==> src/rtl/host_byte_bridge.sv <==
// host_byte_bridge: framed host byte stream <-> main cmd / 64-bit word handshakes.
// RX: a header byte selects either a command (H[7]=1) or a data frame (H=0x00)
// carrying a 16-bit big-endian word count. Each word is 8 bytes, MSB first.
// TX: each result word from main is shifted out as 8 bytes, MSB first.
module host_byte_bridge #(
    parameter int CMD_SIZE = 4
) (
    input  logic                clk,
    input  logic                rst_n,
    input  logic [7:0]          hin,
    input  logic                hin_isReady,
    output logic                hin_canReceive,
    output logic [7:0]          hout,
    output logic                hout_isReady,
    input  logic                hout_canReceive,
    output logic [CMD_SIZE-1:0] cmd,
    output logic                cmd_isReady,
    input  logic                cmd_canReceive,
    output logic [63:0]         in,
    output logic                in_isReady,
    input  logic                in_canReceive,
    input  logic [63:0]         out,
    input  logic                out_isReady,
    output logic                out_canReceive,
    output logic                err_badHeader
);

    typedef enum logic [2:0] {
        S_IDLE, S_LEN_HI, S_LEN_LO, S_DATA, S_WORD, S_CMD
    } rx_state_t;

    // ---------------- RX path ----------------
    rx_state_t           state_q, state_d;
    logic [7:0]          len_hi_q, len_hi_d;
    logic [15:0]         wcnt_q, wcnt_d;
    logic [2:0]          bidx_q, bidx_d;
    logic [55:0]         acc_q, acc_d;
    logic [63:0]         in_q, in_d;
    logic [CMD_SIZE-1:0] cmd_q, cmd_d;
    logic                err_q, err_d;
    logic                hin_fire;

    // Gated with rst_n so the port reads 0 while reset is held, yet is already
    // 1 in the first cycle after release (the state flop is IDLE at that point).
    assign hin_canReceive = rst_n & (state_q != S_WORD) & (state_q != S_CMD);
    assign hin_fire       = hin_isReady & hin_canReceive;
    assign cmd_isReady    = (state_q == S_CMD);
    assign in_isReady     = (state_q == S_WORD);
    assign cmd            = cmd_q;
    assign in             = in_q;
    assign err_badHeader  = err_q;

    // RX next-state: header decode, length capture, byte assembly, word handoff.
    always_comb begin
        state_d  = state_q;
        len_hi_d = len_hi_q;
        wcnt_d   = wcnt_q;
        bidx_d   = bidx_q;
        acc_d    = acc_q;
        in_d     = in_q;
        cmd_d    = cmd_q;
        err_d    = 1'b0;
        case (state_q)
            S_IDLE: if (hin_fire) begin
                if (hin[7]) begin
                    cmd_d   = hin[CMD_SIZE-1:0];
                    state_d = S_CMD;
                end else if (hin == 8'h00) begin
                    state_d = S_LEN_HI;
                end else begin
                    err_d = 1'b1;
                end
            end
            S_LEN_HI: if (hin_fire) begin
                len_hi_d = hin;
                state_d  = S_LEN_LO;
            end
            S_LEN_LO: if (hin_fire) begin
                wcnt_d  = {len_hi_q, hin};
                bidx_d  = 3'd0;
                state_d = ({len_hi_q, hin} == 16'd0) ? S_IDLE : S_DATA;
            end
            S_DATA: if (hin_fire) begin
                // bidx wraps 7 -> 0, so the next word starts clean.
                bidx_d = bidx_q + 3'd1;
                if (bidx_q == 3'd7) begin
                    in_d    = {acc_q, hin};
                    state_d = S_WORD;
                end else begin
                    acc_d = {acc_q[47:0], hin};
                end
            end
            S_WORD: if (in_canReceive) begin
                wcnt_d  = wcnt_q - 16'd1;
                state_d = (wcnt_q == 16'd1) ? S_IDLE : S_DATA;
            end
            S_CMD: if (cmd_canReceive) state_d = S_IDLE;
            default: state_d = S_IDLE;
        endcase
    end

    // RX state registers; reset discards any partial word or pending length.
    always_ff @(posedge clk or negedge rst_n) begin
        if (!rst_n) begin
            state_q  <= S_IDLE;
            len_hi_q <= '0;
            wcnt_q   <= '0;
            bidx_q   <= '0;
            acc_q    <= '0;
            in_q     <= '0;
            cmd_q    <= '0;
            err_q    <= 1'b0;
        end else begin
            state_q  <= state_d;
            len_hi_q <= len_hi_d;
            wcnt_q   <= wcnt_d;
            bidx_q   <= bidx_d;
            acc_q    <= acc_d;
            in_q     <= in_d;
            cmd_q    <= cmd_d;
            err_q    <= err_d;
        end
    end

    // ---------------- TX path ----------------
    logic [63:0] tx_sh_q, tx_sh_d;
    logic [3:0]  tx_cnt_q, tx_cnt_d;
    logic        out_fire, hout_fire;

    assign hout         = tx_sh_q[63:56];
    assign hout_isReady = (tx_cnt_q != 4'd0);
    assign hout_fire    = hout_isReady & hout_canReceive;
    // Accept a new word while the last byte is leaving, so words stream gap-free.
    assign out_canReceive = rst_n & ((tx_cnt_q == 4'd0) |
                                     ((tx_cnt_q == 4'd1) & hout_canReceive));
    assign out_fire = out_isReady & out_canReceive;

    // TX next-state: load on capture, otherwise shift one byte per hout transfer.
    always_comb begin
        tx_sh_d  = tx_sh_q;
        tx_cnt_d = tx_cnt_q;
        if (out_fire) begin
            tx_sh_d  = out;
            tx_cnt_d = 4'd8;
        end else if (hout_fire) begin
            tx_sh_d  = {tx_sh_q[55:0], 8'h00};
            tx_cnt_d = tx_cnt_q - 4'd1;
        end
    end

    // TX shift register and byte count.
    always_ff @(posedge clk or negedge rst_n) begin
        if (!rst_n) begin
            tx_sh_q  <= '0;
            tx_cnt_q <= '0;
        end else begin
            tx_sh_q  <= tx_sh_d;
            tx_cnt_q <= tx_cnt_d;
        end
    end

endmodule

==> config.mk <==
export PLATFORM = sky130hd
export DESIGN_NAME = host_byte_bridge
export DESIGN_NICKNAME = d
export VERILOG_FILES = /design/src/rtl/host_byte_bridge.sv
export SDC_FILE = /design/constraint.sdc
export NUM_CORES = 1
export LEC_CHECK = 0
export ABC_AREA = 1
export BUFFER_PORTS_ARGS = -buffer_cell sky130_fd_sc_hd__buf_2
export CAP_MARGIN = 20
export CELL_PAD_IN_SITES_DETAIL_PLACEMENT = 1
export CELL_PAD_IN_SITES_GLOBAL_PLACEMENT = 2
export CORE_MARGIN = 5
export CORE_UTILIZATION = 34
export CTS_CLUSTER_DIAMETER = 150
export DETAILED_ROUTE_END_ITERATION = 8
export GPL_ROUTABILITY_DRIVEN = 0
export PLACE_DENSITY = 0.91
export SETUP_SLACK_MARGIN = 0.3
export SLEW_MARGIN = 25
export SYNTH_ARGS = -nofsm -noshare
export SYNTH_HDL_FRONTEND = slang
export SYNTH_SLANG_ARGS = --single-unit
==> constraint.sdc <==
create_clock -name clk -period 2 [get_ports clk]
set_clock_uncertainty 0.2 [all_clocks]
set_input_delay 0.2 -clock clk [delete_from_list [all_inputs] [get_ports clk]]
set_output_delay 0.2 -clock clk [all_outputs]
set_load 0.01 [all_outputs]
==> results.md <==
- Run status: finished, violations left
- Violations in the final reports: hold timing, setup timing
- Measured slew at the worst slew-check pin: 0.761 ns
- Slowest cell on the critical path: sky130_fd_sc_hd__dfrtp_1
- Post-synthesis to final-layout area growth: 70.5%
- Core Box Area: 28700 um2
- Initial antenna violation count: 7
- # setup viols final: 31
- Vias in the first global route: 10500
- Worst reg-to-reg path cell count: 12
- CP dominant cell by count: sky130_fd_sc_hd__nand2_2
- Flop and latch count out of synthesis: 223
- Width of the chip: 180 um
- Fraction of the yosys area taken by sequential cells: 56.6%
- Total wire length after detailed routing: 47500 um
- Smallest hold slack: -0.0450 ns
- Post-synth net total: 1253
- Cell area after technology mapping: 9860 um2
- Via Count: 10300
- Mux cell area share after synthesis: 0%
- Achievable clock frequency: 469 MHz
- Detailed placer's ending HPWL: 18700 um
- Leakage: 7.90 nW
- Synth warn: 0
- Average routed wire per standard cell: 25.0 um
- Required time worst endpoint: 2.19 ns
- Fin nets: 1576
- Num CTS Buffers: 25
- Avg Cell Area, Syn: 8.44 um2
- Critical Path Source Type: register
- Rel. slew slack: 49.1%
- Max cap viols: 0
- I/O pin cnt: 161
- Final critical delay including setup and external delays: 2.13 ns
- CTS Root Buffer Type: sky130_fd_sc_hd__clkbuf_16
- Post-route setup slack: -0.130 ns
- Worst voltage drop across the vdd grid: 0.000836 V
- DRT antenna net count: 0
- Leading cell type in the layout, fill and taps excluded: sky130_fd_sc_hd__nand2_1
- Buf+Inv Stages, Crit Path: 5
- Count of non-filler cells in the finished layout: 1899
- Delay contributed by the slowest stage of the critical path: 0.43 ns
- Unrepaired setup endpoints after global routing: yes
- Xor-xnor portion of the synthesized cell area: 0.178%
- Clock edge transition at the registers on the reported setup and hold paths: 0.07 ns
- Final hold viol count: 31
- Worst EP arrival: 2.32 ns
- First-pass DRT Iterations: 5
- Critical Path End Type: register
- Fill cells: 3061
- Maximum fanout along the worst path: 8
- Gate family responsible for the most delay along the worst path: buffers and inverters
- Critical path type: reg2reg
- Average via count per standard cell: 5.45
- Synthesized-area fraction occupied by ao, oa, aoi and oai cells: 7.68%
- Max clock buf depth: 3
- Final clock period utilization by the worst path: 107%
- Register cell area after layout: 5580 um2
- Setup Total Neg Slack: -0.767 ns
- Global-route congestion overflow total: 0
- Height of the die: 180 um
- Unique masters post-synth: 29
- Number of logic stages on the critical path including buffering: 12
- Pwr Density: 1110 nW/um2
- Clk sink count: 223
- Latest clock arrival within the worst-skew pair: 0.55 ns
- Area occupied by multi-input gates: 5660 um2
- Area fraction in and, or, nand and nor cells after synthesis: 26.8%
- Die Outline Area: 32500 um2
- Placed Cells incl. Taps: 1662
- Count of pins over their slew limit: 0
- First-pass GRT wire length: 58600 um
- Starting density of the core: 34.3%
- Worst min-delay path class: in2async
- Synthesized-area fraction occupied by adder cells: 0.762%
- Commonest cells after routing, fill and taps aside: sky130_fd_sc_hd__nand2_1, sky130_fd_sc_hd__dfrtp_1, sky130_fd_sc_hd__buf_2
- Dominant combinational cell family by area after synthesis: simple AND/OR/NAND/NOR gates
- First DRT Iteration DRCs: 733
- Clock tree from TritonCTS: yes
- Crit path cell chain: inv_2 > ha_4 > nand2_2 > nand2_2 > nand2_2 > inv_2 > buf_6 > nand2_8 > buf_12 > clkbuf_16 > nand3_2 > nand3_1
- Count of mapped cells out of synthesis: 1168
- Total track usage: 22.2%
- Maximum number of pins on one net before global-route repair: 95
- Input/output buffers: 160
- Num rows: 62
- Count of H-tree levels built during CTS: 1
- Layout cells sized above 1: 45.5%
- Residual DRC: 0
## per-stage QoR
step | utilization (%) | power [W] | worst slack, ns | instance area [um2]
finish | 58.6 | 0.0186 | -0.130 | 16800
detailed placement | 38.6 | 0.00998 | 0.0372 | 11100
global route | 58.6 | 0.0195 | -0.182 | 16800
global placement | 38.6 | 0.00980 | 0.141 | 11100
floorplan | - | 0.00873 | 0.273 | 9900
CTS | 49.6 | 0.0161 | 0.0676 | 14200
## path summary, 6_finish.rpt
check                               to  slack, ns           start
max                        tx_sh_q[33]      -0.13     tx_cnt_q[1]
min                             in[39]      -0.05           rst_n
max reg2reg                tx_sh_q[33]      -0.13     tx_cnt_q[1]
min reg2reg                     in[56]       0.27          in[56]
max in group asynchronous       in[43]       0.17           rst_n
min in group clk            state_q[0]       0.08  cmd_canReceive
## cells in the mapped netlist, drive strengths merged
cell type  number  area (um2)
nand2         324        1230
dfrtp         223        5580
nand3         210        1070
o21ai         129         646
inv            92         345
nor2           77         307
buf            50         337
clkbuf         26        97.6
a21oi          18        90.1
ha              6        75.1
nand4           3        18.8
nor3            3        15.0
a211oi          1        7.51
a31oi           1        6.26
clkinv          1        3.75
nand3b          1        7.51
o211ai          1        7.51
xnor2           1        8.76
xor2            1        8.76
## worst min-delay path: stages
cell and delay, ns:
sky130_fd_sc_hd__buf_8 0.11, sky130_fd_sc_hd__dlymetal6s2s_1 0.40, sky130_fd_sc_hd__buf_12 0.39
## report_power, final
part | internal [W] | total [W] | switching, W
clock network | 0.00268 | 0.00475 | 0.00207
registers | 0.00553 | 0.00672 | 0.00119
logic | 0.00316 | 0.00717 | 0.00400
total | 0.0114 | 0.0186 | 0.00726
## cell type report
cell class | instances | area share, %
Antenna cell | 6 | 0.0893
Clock buffer | 41 | 4.44
Clock inverter | 4 | 0.357
Inverter | 93 | 2.36
Multi-Input combinational cell | 781 | 33.7
Sequential cell | 223 | 33.2
Tap cell | 384 | 2.86
Timing Repair Buffer | 367 | 23.0
## kinds of logic after synthesis
logic type                 after synthesis
adders and majority gates                6
DFF                                    223
buffers and inverters                  169
xor gates and xnor gates                 2
and+or+nand+nor                        618
AOI/OAI and AO/OA                      150
## sequential cells by signal, summed over array words and instances, names as in the netlist
signal	count
in	64
tx_sh_q	64
acc_q	56
wcnt_q	16
len_hi_q	8
cmd	4
tx_cnt_q	4
bidx_q	3
state_q	3
err_badHeader	1
## metal layers
layer / track usage (%) / wire length [um] / part of all wire (%)
met5: 0 / 13 / 0.027
met4: 8.92 / 2640 / 5.6
met3: 2.73 / 2090 / 4.4
met2: 39.6 / 24700 / 52
met1: 27.3 / 18100 / 38
## timing repair
| action | CTS | global route |
|---|---|---|
| cloned | 23 | 31 |
| setup endpoints to repair | 209 | 320 |
| hold buffers | 76 | 2 |
| pin swaps | 17 | 64 |
| gates resized for setup | 164 | 415 |
| hold endpoints to repair | 233 | 6 |
| buffers inserted | 42 | 12 |
No activity file was read; power rests on OpenSTA's default activity.
